--- src/rtl/clk_period_meas.sv ---
// Measures period and high time of a slow asynchronous input in system-clock cycles,
// with lock detection (repeated equal periods) and loss-of-signal timeout.
module clk_period_meas #(
   parameter int W       = 16,
   parameter int SYNC    = 2,
   parameter int TIMEOUT = 1000,
   parameter int LOCK_N  = 4
) (
   input  logic         clk,
   input  logic         rst_n,
   input  logic         clkin,
   output logic [W-1:0] period,
   output logic [W-1:0] high,
   output logic         valid,
   output logic         locked,
   output logic         timeout
);

   localparam int TW = $clog2(TIMEOUT + 1);
   localparam int MW = $clog2(LOCK_N + 1);
   localparam logic [W-1:0]  CMAX   = {W{1'b1}};
   localparam logic [TW-1:0] T_MAX  = TW'(TIMEOUT);
   localparam logic [TW-1:0] T_LAST = TW'(TIMEOUT - 1);
   localparam logic [MW-1:0] M_SAT  = MW'(LOCK_N);
   localparam logic [MW-1:0] M_LOCK = MW'(LOCK_N - 1);

   typedef enum logic {IDLE = 1'b0, MEAS = 1'b1} state_t;

   state_t          state;
   state_t          state_nx;
   logic [SYNC-1:0] sync;
   logic            s;
   logic            p;
   logic            rise;
   logic            fall;
   logic [W-1:0]    cnt;
   logic [W-1:0]    hcnt;
   logic [W-1:0]    hlat;
   logic [TW-1:0]   tcnt;
   logic [MW-1:0]   mcnt;
   logic [MW-1:0]   mcnt_nx;
   logic            seen_fall;
   logic            ld;
   logic            tmo_hit;
   logic [W-1:0]    new_per;
   logic [W-1:0]    new_high;

   function automatic logic [W-1:0] sat_inc(input logic [W-1:0] v);
      return (v == CMAX) ? CMAX : v + W'(1);
   endfunction

   assign s    = sync[SYNC-1];
   assign rise = s & ~p;
   assign fall = ~s & p;

   always_ff @(posedge clk or negedge rst_n) begin
      if (!rst_n) begin
         sync <= '0;
         p    <= 1'b0;
      end else begin
         sync <= {sync[SYNC-2:0], clkin};
         p    <= s;
      end
   end

   // Free-running counters: period, high time, idle time, and the high-time latch.
   always_ff @(posedge clk or negedge rst_n) begin
      if (!rst_n) begin
         cnt       <= '0;
         hcnt      <= '0;
         hlat      <= '0;
         tcnt      <= '0;
         seen_fall <= 1'b0;
      end else begin
         if (rise) begin
            cnt       <= '0;
            hcnt      <= '0;
            tcnt      <= '0;
            seen_fall <= 1'b0;
         end else begin
            cnt  <= sat_inc(cnt);
            hcnt <= s ? sat_inc(hcnt) : hcnt;
            tcnt <= (tcnt == T_MAX) ? T_MAX : tcnt + TW'(1);
            if (fall) begin
               hlat      <= sat_inc(hcnt);
               seen_fall <= 1'b1;
            end
         end
      end
   end

   always_ff @(posedge clk or negedge rst_n) begin
      if (!rst_n) begin
         state <= IDLE;
      end else begin
         state <= state_nx;
      end
   end

   // A rise in the threshold cycle wins over the timeout.
   always_comb begin
      state_nx = state;
      ld       = 1'b0;
      tmo_hit  = 1'b0;
      case (state)
         IDLE: begin
            if (rise) state_nx = MEAS;
            else      state_nx = IDLE;
         end
         MEAS: begin
            if (rise) begin
               ld = 1'b1;
            end else if (tcnt == T_LAST) begin
               tmo_hit  = 1'b1;
               state_nx = IDLE;
            end else begin
               state_nx = MEAS;
            end
         end
         default: state_nx = IDLE;
      endcase
   end

   // A rise with no fall since the previous one means the input never went low.
   always_comb begin
      new_per  = sat_inc(cnt);
      new_high = seen_fall ? hlat : new_per;
      if (new_per == period) begin
         if (mcnt == M_SAT) mcnt_nx = M_SAT;
         else               mcnt_nx = mcnt + MW'(1);
      end else begin
         mcnt_nx = '0;
      end
   end

   always_ff @(posedge clk or negedge rst_n) begin
      if (!rst_n) begin
         period  <= '0;
         high    <= '0;
         valid   <= 1'b0;
         locked  <= 1'b0;
         timeout <= 1'b0;
         mcnt    <= '0;
      end else begin
         valid   <= ld;
         timeout <= tmo_hit;
         if (ld) begin
            period <= new_per;
            high   <= new_high;
            mcnt   <= mcnt_nx;
            locked <= (mcnt_nx >= M_LOCK);
         end else if (tmo_hit) begin
            period <= '0;
            high   <= '0;
            mcnt   <= '0;
            locked <= 1'b0;
         end
      end
   end

endmodule

--- config.mk ---
export PLATFORM = sky130hd
export DESIGN_NAME = clk_period_meas
export DESIGN_NICKNAME = d
export VERILOG_FILES = /design/src/rtl/clk_period_meas.sv
export SDC_FILE = /design/constraint.sdc
export NUM_CORES = 1
export LEC_CHECK = 0
export CAP_MARGIN = 20
export CORE_UTILIZATION = 45
export CTS_CLUSTER_DIAMETER = 30
export DETAILED_ROUTE_END_ITERATION = 12
export PLACE_DENSITY_LB_ADDON = 0.1
export SETUP_SLACK_MARGIN = 0.5
export SLEW_MARGIN = 10
export SYNTH_ARGS = -nofsm -noshare
export SYNTH_HDL_FRONTEND = slang
export SYNTH_SLANG_ARGS = --single-unit
--- constraint.sdc ---
create_clock -name clk -period 2.7 [get_ports clk]
set_input_delay 0.405 -clock clk [delete_from_list [all_inputs] [get_ports clk]]
set_output_delay 0.405 -clock clk [all_outputs]
set_load 0.01 [all_outputs]
# Word level (Yosys, flattened, before mapping)
# Cells that the tools add are included.
[word_totals] elab_cells=62 ff_bits=101 out_inout_bits=35 inputBits=3
[op_classes] magnitude_cmp=1 n_reduce_logical=4 add_sub_neg=4 n_bitwise=6 n_eq_ne=6 mux=27
[op_table] cell="2-to-1 mux 16 bit" n=9
[op_table] cell="adder 16 x 1 -> 16 bit (second input constant)" n=2
[op_table] cell="== test 16 bit (second input constant)" n=2
[op_table] cell="== test 10 bit (second input constant)" n=2
[op_table] cell="2-to-1 mux 10 bit" n=2
[op_table] cell="== test 16 bit" n=1
[op_table] cell="2-to-1 mux 3 bit" n=4
[op_table] cell="2-to-1 mux 1 bit" n=11
[op_table] cell="adder 10 x 1 -> 10 bit (second input constant)" n=1
[op_table] cell="nonzero test 2 bit" n=3
[op_table] cell="inverter 1 bit" n=4
[op_table] cell="adder 3 x 1 -> 3 bit (second input constant)" n=1
[op_table] cell="== test 3 bit (second input constant)" n=1
[op_table] cell=">= comparator 3 x 2 -> 1 bit (second input constant)" n=1
[op_table] cell="bitwise AND 1 bit" n=2
[op_table] cell="one-hot mux 1 bit (2 select lines)" n=1
[op_table] cell="AND reduction 2 bit" n=1

# Longest topological paths before layout
# Gate-level depths: netlist of the first run.
[depth] ltp_word=6 ltp_mapped=10 depth_no_buf=8

# Least setup slack after synthesis of the first run
# OpenSTA, ideal clock, no wires.
[synth_timing] kind="register -> register" start="register cnt[0]" end="register mcnt[0]" t_arrival_ns=2.466 path_buffers=2 path_stages_with_launch=11 path_slack_ns=0.142 setup_time_ns=0.092 required_time_ns=2.608 synth_period_minus_slack_ns=2.558 path_cell_list="dfrtp_1 ha_1 and3_1 clkbuf_1 and4_4 buf_6 or3_1 a221o_1 a22oi_2 nand4_2 o31ai_2"
[synth_between] elab_chain_len=5 elab_cells_between_ends=6 classes_between="1 x add/sub; 2 x eq/ne; 3 x mux"
[synth_rtl] item="start: declaration" line_no="36" rtl="logic [W-1:0] cnt;"
[synth_rtl] item="start signal: assignment" line_no="81" rtl="cnt <= sat_inc(cnt);"
[synth_rtl] item="adder 16 x 1 -> 16 bit / == test 16 bit (equally long branches)" line_no="49" rtl="return (v == CMAX) ? CMAX : v + W'(1);"
[synth_rtl] item="2-to-1 mux 16 bit *" line_no="49"
[synth_rtl] item="== test 16 bit *" line_no="128" rtl="if (new_per == period) begin"
[synth_rtl] item="2-to-1 mux 3 bit *" line_no="128"
[synth_rtl] item="2-to-1 mux 3 bit *" line_no="147" rtl="if (ld) begin"
[synth_rtl] item="end signal: assignment" line_no="150" rtl="mcnt <= mcnt_nx;"
[synth_rtl] item="end: declaration" line_no="40" rtl="logic [MW-1:0] mcnt;"
# Every way passes the cells marked *; elsewhere a longest branch is shown, timed or not.
# A chain may end at the register's enable or synchronous reset.

# Worst setup path after layout of the first run
[layout_timing] start="register cnt[1]" end="register locked"
[layout_between] elab_chain_len=6 elab_cells_between_ends=7 classes_between="1 x add/sub; 1 x order compare; 2 x eq/ne; 3 x mux"
[layout_rtl] item="adder 16 x 1 -> 16 bit / == test 16 bit (equally long branches)" line_no="49"
[layout_rtl] item="2-to-1 mux 16 bit *" line_no="49"
[layout_rtl] item="== test 16 bit *" line_no="128"
[layout_rtl] item="2-to-1 mux 3 bit *" line_no="128"
[layout_rtl] item=">= comparator 3 x 2 -> 1 bit *" line_no="151" rtl="locked <= (mcnt_nx >= M_LOCK);"
[layout_rtl] item="2-to-1 mux 1 bit *" line_no="147"
[layout_rtl] item="end signal: assignment" line_no="151"
[layout_rtl] item="end: declaration" line_no="15" rtl="output logic locked,"
# Marks and branches as above.

==> flow_summary.toml, run 1 <==
[worst_setup_path]
crit_chain = "ha_4 > and3_4 > and4_4 > or3_1 > a221o_1 > a22oi_2 > nand4_4 > buf_6 > o21ai_2"
startpoint_type = "flop"
cp.arrival_ps = 2660
crit_fanout = 5
max_stage_delay_ps = 450
critical_path_class = "flop to flop"
worstPathRequired_ps = 2980
critPathCaptureType = "flop"
slowest_stage = "dfrtp_2"

[finish]
fillCellCount = 1045
nNetsFinal = 650
finalInstanceArea_um2 = 6630
final_util = 0.580
area_growth_pct = 25.2
drive_above_1_share = 0.208
regArea_um2 = 2540
multi_input_area_um2 = 2730
num_antenna_cells = 0

[clock_network]
cts_buffers = 9
cts_buffer_depth = 2
clk_pin_slew_ps = 70
root_buffer = "clkbuf_16"
insertion_delay_ps = 350
h-tree-depth = 3
hold_buffers = 0
cts_tree = "built"
clock_sinks = 101

[logic_synthesis]
synthArstFlopShare = 1.00
yosysSeqAreaShare = 0.477
yosys_warnings = 0
yosysMostFrequentCell = "dfrtp_1"
synth-edff-count = 0
synth.top_cell.area_share = 0.477
synth_fp_nets = 583
yosys.cell_types.count = 65
netlist_top_cells_area = "dfrtp_1 48%, nor2_1 4.8%, a21oi_1 4.2%, nand2_1 3.7%, o21ai_0 3.5%"
synthTopCellsByCount = "101 x dfrtp_1, 67 x nor2_1, 52 x nand2_1"
synth_flop_cell = "dfrtp_1"
ys_ff_latch = 101
syn_area_um2 = 5290
yosysTopAreaCell = "dfrtp_1"
syn_inst = 572
syn_area_per_cell_um2 = 9.25

[power_and_ir_drop]
p_per_area_nw_per_um2 = 597
p_sw_mw = 1.18
p_leak_nw = 2.81
power_mw = 3.95
comb_power_share = 0.209
ir_drop_mv = 0.415
seqPwrFrac = 0.468
swShare = 0.298
pwr-share-clk = 0.323
p_int_mw = 2.77

[timing]
finalWorstSetupSlack_ps = 320
setup_viol_count_final = 0
tightestPinTransition_ps = 639
hold_viol_final = 0
post-route-period-util = 0.881
report.final.slew_viol_count = 0
relSlewSlack = 0.570
fin_crit_ps = 2380
grt_setup_unrepaired = "true"
fin_worst_skew_ps = 6.94
max_freq_mhz = 420

[global_routing]
track_usage = 0.228
first_global_vias = 4430
grt_max_degree = 47
antenna_found_initial = 0
overflow = 0
grt_first_pass_wirelength_um = 22100

[placed_design]
gp_congestion = 0.868
placed_area_um2 = 5830
hpwlAfterDp_um = 9060
portBuffers = 37
place_ws_ps = -13.4

[floorplanning]
ios = 38
die_y_um = 110
start_util = 0.464
dieWidth_um = 110
core_um2 = 11400
rows = 39
die_area_um2 = 12200

[routing]
drt_iter0_markers = 223
first_pass_iters = 4
drc = 0
ant_nets = 0
routed-via-count = 4544
via_per_inst = 5.78
routed_wl_um = 13900
wl_per_cell_um = 17.7

[flow_run]
cap_violations = 0

[outcome]
outcome = "completed"

[hold_path]
hold_class = "primary input to asynchronous set/reset pin"
## stage by stage
stage | cells | setup TNS (ps) | hold slack [ps]
floorplan | 572 | 0 | 109
global placement | 734 | 0 | 336
detailed placement | 734 | -13.4 | 335
CTS | 765 | 0 | 35.3
global route | 786 | 0 | 60.9
finish | 786 | 0 | 23.4
## critical path, delay by kind of cell, from the launching register on
kind	cells	cell delay, ps
DFF	1	450
AOI/OAI and AO/OA	3	740
buffers and inverters	1	150
and+or+nand+nor	4	780
adders and majority gates	1	190
## final timing paths
path                       startpoint          to  slack (ps)  cells after the start
hold reg to reg               sync[0]     sync[1]         350                      0
setup / recovery               cnt[1]      locked         320                      9
max in group asynchronous       rst_n      cnt[1]        2010                      2
hold / removal                  rst_n  period[12]          20                      1
setup reg to reg               cnt[1]      locked         320                      9
min in group clk              sync[0]     sync[1]         350                      0
## power by group through the flow
stage	Combinational (mW)	Sequential, mW	Clock [mW]
global placement	0.736	1.85	0
finish	0.825	1.85	1.28
global route	0.912	1.87	1.37
floorplan	0.431	1.84	0
detailed placement	0.753	1.86	0
CTS	0.796	1.84	1.30
## cell type report
cell class	count	area share
Timing Repair Buffer	92	0.122
Inverter	22	0.0125
Sequential cell	101	0.384
Multi-Input combinational cell	413	0.412
Clock inverter	4	0.00755
Clock buffer	11	0.0351
Tap cell	143	0.0270
## state kept, by name, summed over array words and instances, names as in the netlist
name / cells
timeout: 1
state: 1
hlat: 16
valid: 1
high: 16
hcnt: 16
period: 16
sync: 2
cnt: 16
mcnt: 3
locked: 1
p: 1
tcnt: 10
seen_fall: 1
## cells in the final DEF, fill, tap and decap left out, drive strengths merged, types with 6 or more instances in the layout
cell / n
a21oi: 44
a211oi: 9
nor4: 8
dfrtp: 101
nor3: 8
clkdlybuf4s50: 36
nand3: 23
inv: 22
nand4: 8
o22ai: 9
and4: 9
and3: 12
o21ai: 38
nor2: 67
xnor2: 16
clkbuf: 11
xor2: 13
and2: 6
ha: 8
nand2: 53
a31oi: 13
buf: 56
## layer usage
layer  routed length [um]  track usage  share of wire  up-vias
li1                     -            -              -     2184
met1                 6280        0.297           0.45     2231
met2                 6840        0.386           0.49      105
met3                  501       0.0280          0.036       24
met4                  317       0.0889          0.023        0
met5                    0            0              0        -
## cells by family (layout without fill, tap and decap cells)
group | count (synthesis) | after routing | synth area share
simple gates | 211 | 211 | 0.200
fa+ha+maj | 8 | 8 | 0.0189
flops | 101 | 101 | 0.477
compound gates | 156 | 156 | 0.187
xor+xnor | 29 | 29 | 0.0480
mux | 9 | 9 | 0.0182
buf+inv | 58 | 129 | 0.0499
## what timing repair did
action / CTS / global route
buffers inserted: 16 / 21
cloned: 0 / 0
resized for setup: 35 / 23
pin swaps: 13 / 15
endpoints found under the setup margin: 31 / 14
No activity file was read; power rests on OpenSTA's default activity.
==> run 2, diff against run 1 <==
RECOVER_POWER = 50   (was default)
SETUP_SLACK_MARGIN = default   (was 0.5)
==> run 2 against run 1 <==
Global-route usage decreased by 0.58 points. Design area decreased by 6.4%. Setup slack got worse by 150 ps. Sequential power about the same. Via count shrank 3.8%. Sequential share of layout area grew 2.4 points. Register-to-register slack got worse by 150 ps. Clock power barely moved. Power decreased by 2.7%. Non-clock buffer count down 23. Largest power group unchanged. Highest routed layer unchanged.
==> flow_summary.toml, run 2 (synthesized netlist as in run 1, its figures left out) <==
[clock_network]
cts_buffers = 9
root_buffer = "clkbuf_16"
hold_buffers = 0
clk_pin_slew_ps = 70
h-tree-depth = 3
cts_tree = "built"
cts_buffer_depth = 2
insertion_delay_ps = 360
clock_sinks = 101

[power_and_ir_drop]
ir_drop_mv = 0.386
p_per_area_nw_per_um2 = 620
p_leak_nw = 2.62

[floorplanning]
die_area_um2 = 12200
dieWidth_um = 110
die_y_um = 110
ios = 38
start_util = 0.464
rows = 39
core_um2 = 11400

[timing]
tightestPinTransition_ps = 1400
setup_viol_count_final = 0
post-route-period-util = 0.937
hold_viol_final = 0
relSlewSlack = 0.0694
report.final.slew_viol_count = 0
fin_worst_skew_ps = 10.6
fin_crit_ps = 2530
max_freq_mhz = 395

[routing]
routed_wl_um = 12900
ant_nets = 0
drc = 0
drt_iter0_markers = 285
routed-via-count = 4370
wl_per_cell_um = 16.9
first_pass_iters = 4
via_per_inst = 5.72

[finish]
fillCellCount = 1056
num_antenna_cells = 0
drive_above_1_share = 0.121
final_common_cell = "dfrtp_1"
area_growth_pct = 17.1
nNetsFinal = 627
most-common-layout-cells = "101 x dfrtp_1, 67 x nor2_1, 52 x nand2_1"
finalInstanceArea_um2 = 6200
layout.cells.non_filler = 764

[worst_setup_path]
crit_fanout = 10
crit_chain = "and4_1 > a2111oi_1 > or2_2 > o2111ai_1 > nor4_2 > buf_4 > nand4_2 > o31ai_2"
startpoint_type = "flop"
crit_family = "simple AND/OR/NAND/NOR gates"
slowest_stage = "a2111oi_1"
max_stage_delay_ps = 520
r2r_slack_ps = 170
critical_path_class = "flop to flop"
cp.arrival_ps = 2790
critical_path_buf_inv_count = 1
critPathCaptureType = "flop"
worstPathRequired_ps = 2960

[placed_design]
hpwlAfterDp_um = 8860
placed_area_um2 = 5870
gp_congestion = 0.887
portBuffers = 37
dpl.cell_count = 742

[global_routing]
first_global_vias = 4332
grt_first_pass_wirelength_um = 21700
overflow = 0
antenna_found_initial = 0
grt_max_degree = 102
track_usage = 0.222

[outcome]
outcome = "completed"

[flow_run]
cap_violations = 0

[hold_path]
hold_class = "flop to flop"
==> run 2: cell count changes in the layout (fill, tap and decap cells not counted), moves of 3 or more <==
| cell | previous run | this run |
|---|---|---|
| buf_4 | 51 | 29 |
| nor4_1 | 1 | 4 |
| dfrtp_1 | 89 | 101 |
| and4_1 | 4 | 7 |
| dfrtp_2 | 12 | 0 |
| buf_6 | 4 | 0 |
==> run 2: timing repair <==
item,CTS,global route
setup endpoints to repair,0,4
buffers inserted,0,6
gates resized for setup,0,3
==> run 2: final timing paths <==
path,start,end,cells after the start
setup / recovery,cnt[12],mcnt[0],8
min in group asynchronous,rst_n,period[12],2
hold / removal,sync[0],sync[1],0
setup reg to reg,cnt[12],mcnt[0],8
max in group asynchronous,rst_n,period[13],2
hold reg to reg,sync[0],sync[1],0
==> run 2: per-stage QoR <==
stage                     TNS [ps]  power [mW]  hold WS, ps   util  worst slack, ps
after floorplan                  0        2.27          109      -              142
after global placement           0        2.57          341  0.514              161
after detailed placement         0        2.60          346  0.514             98.1
after CTS                        0        3.89          138  0.540             51.4
after global routing         -34.6        4.06          372  0.543            -34.6
final                            0        3.85          362  0.543              170
==> run 2: power by group <==
group | internal, mW | switching [mW]
sequential | 1.67 | 0.152
combinational | 0.351 | 0.399
clock | 0.666 | 0.614
==> run 2: worst reg2reg max path, delay by kind of cell (launching register included) <==
kind | cells | cell delay (ps)
compound gates | 3 | 890
simple gates | 4 | 920
buf+inv | 1 | 170
flops | 1 | 460
==> run 2: metal layers <==
layer	wire, um	part of all wire	track usage
met5	0	0	0
met4	154	0.012	0.0631
met3	580	0.045	0.0615
met2	6300	0.49	0.366
met1	5840	0.45	0.285
==> run 2: cell type report <==
class / instances / area, um2 / area share
Sequential cell: 101 / 2530 / 0.408
Multi-Input combinational cell: 413 / 2520 / 0.406
Timing Repair Buffer: 69 / 602 / 0.0971
Clock buffer: 10 / 239 / 0.0385
Tap cell: 143 / 179 / 0.0289
Inverter: 22 / 82.6 / 0.0133
Clock inverter: 6 / 52.6 / 0.00847
==> run 3, diff against run 2 <==
SETUP_SLACK_MARGIN = 0.3   (was default)
SKIP_LAST_GASP = 1   (was default)
==> run 3 against run 2 <==
Register-to-register slack better by 140 ps. Design area is 2.4% higher. Power is 1.0% higher. Largest power group unchanged.
==> flow_summary.toml, run 3 (synthesized netlist as in run 1, its figures left out) <==
[outcome]
outcome = "completed"

[flow_run]
cap_violations = 0

[power_and_ir_drop]
seqPwrFrac = 0.474
ir_drop_mv = 0.519
pwr-share-clk = 0.326
p_leak_nw = 2.68
p_int_mw = 2.70
comb_power_share = 0.200
p_per_area_nw_per_um2 = 612
p_sw_mw = 1.18
swShare = 0.304
power_mw = 3.89

[finish]
finalInstanceArea_um2 = 6350
fillCellCount = 1086
nNetsFinal = 628
drive_above_1_share = 0.143
layout.cells.non_filler = 765
area_growth_pct = 19.9
final_common_cell = "dfrtp_1"
num_antenna_cells = 0
most-common-layout-cells = "99 x dfrtp_1, 67 x nor2_1, 52 x nand2_1"
final_util = 0.556

[worst_setup_path]
cp.arrival_ps = 2650
startpoint_type = "flop"
critical_path_class = "flop to flop"
crit_fanout = 9
worstPathRequired_ps = 2960
critPathCaptureType = "flop"

[clock_network]
cts_buffer_depth = 2
clock_sinks = 101
cts_tree = "built"
root_buffer = "clkbuf_16"
clk_pin_slew_ps = 70
h-tree-depth = 3
insertion_delay_ps = 350
cts_buffers = 9

[global_routing]
grtUsageMet2 = 0.370
first_global_vias = 4252
antenna_found_initial = 0
grt_use_met1 = 0.276
grt-busiest-layer = "met2"
grt_first_pass_wirelength_um = 21300
overflow = 0
grt_max_degree = 79
grt_use_met3 = 0.0505
track_usage = 0.220

[floorplanning]
die_y_um = 110
dieWidth_um = 110
start_util = 0.464
die_area_um2 = 12200
core_um2 = 11400
rows = 39
ios = 38

[timing]
fin_worst_skew_ps = 7.10
max_freq_mhz = 418
grt_setup_unrepaired = "true"
setup_viol_count_final = 0
setup_tns_ps = 0
relSlewSlack = 0.0375
holdWs_ps = 349
hold_viol_final = 0
report.final.slew_viol_count = 0
post-route-period-util = 0.886
tightestPinTransition_ps = 1440
fin_crit_ps = 2390
finalWorstSetupSlack_ps = 309

[routing]
wl_per_cell_um = 17.1
drc = 0
ant_nets = 0
routed_wl_um = 13100
routed-via-count = 4366
first_pass_iters = 7
drt_iter0_markers = 216
via_per_inst = 5.71

[placed_design]
portBuffers = 37
place_ws_ps = 125
hpwlAfterDp_um = 9160
dpl.cell_count = 742
placed_area_um2 = 5870
gp_congestion = 0.902

[hold_path]
hold_class = "flop to flop"
## run 3: cell types whose count changed in the layout (fill, tap and decap cells not counted), sizes merged
cell,previous run,this run
clkinv,1,0
clkbuf,14,13
buf,29,30
inv,25,26
dlygate4sd3,1,2
## run 3: cell type report
type	instances	area [um2]	share of cell area
timing repair buffer	70	624	0.0984
clock inverter	6	52.6	0.00828
sequential	101	2530	0.399
tap	143	179	0.0282
inverter	22	82.6	0.0130
clock buffer	10	239	0.0377
multi-input combinational	413	2640	0.416
## run 3: path summary, 6_finish.rpt
kind                              start  endpoint  slack (ps)  depth (start not counted)
worst max-delay path             cnt[0]   mcnt[0]         310                          8
worst min-delay path            sync[0]   sync[1]         350                          0
worst max register to register   cnt[0]   mcnt[0]         310                          8
worst min register to register  sync[0]   sync[1]         350                          0
max in group asynchronous         rst_n   tcnt[0]         700                          3
min in group asynchronous         rst_n   cnt[12]         930                          2
## run 3: metal layers
| metal | vias up | part of all wire |
|---|---|---|
| li1 | 2144 | - |
| met1 | 2122 | 0.46 |
| met2 | 85 | 0.50 |
| met3 | 15 | 0.032 |
| met4 | 0 | 0.012 |
| met5 | - | 0 |
## run 3: worst max-delay path, stage by stage (launching register included)
cell	delay, ps
dfrtp_1	420
ha_4	190
and3_2	270
and4_4	210
or3_1	310
a221o_1	350
a22oi_2	190
nand4_2	150
o31ai_2	210
## run 3: repair_timing
action                                  4_1_cts  5_1_grt
pin swaps                                     4        5
endpoints found under the setup margin        4       14
resized for setup                            11       17
hold buffers                                  1        0
setup buffers                                 4        2
endpoints found under the hold margin        23        0
## run 3: power groups by stage
stage / clock network (mW) / logic [mW] / registers [mW]
2_1_floorplan: 0 / 0.426 / 1.84
3_3_place_gp: 0 / 0.738 / 1.85
3_5_place_dp: 0 / 0.751 / 1.86
4_1_cts: 1.31 / 0.768 / 1.84
5_1_grt: 1.36 / 0.861 / 1.87
6_report: 1.27 / 0.779 / 1.84
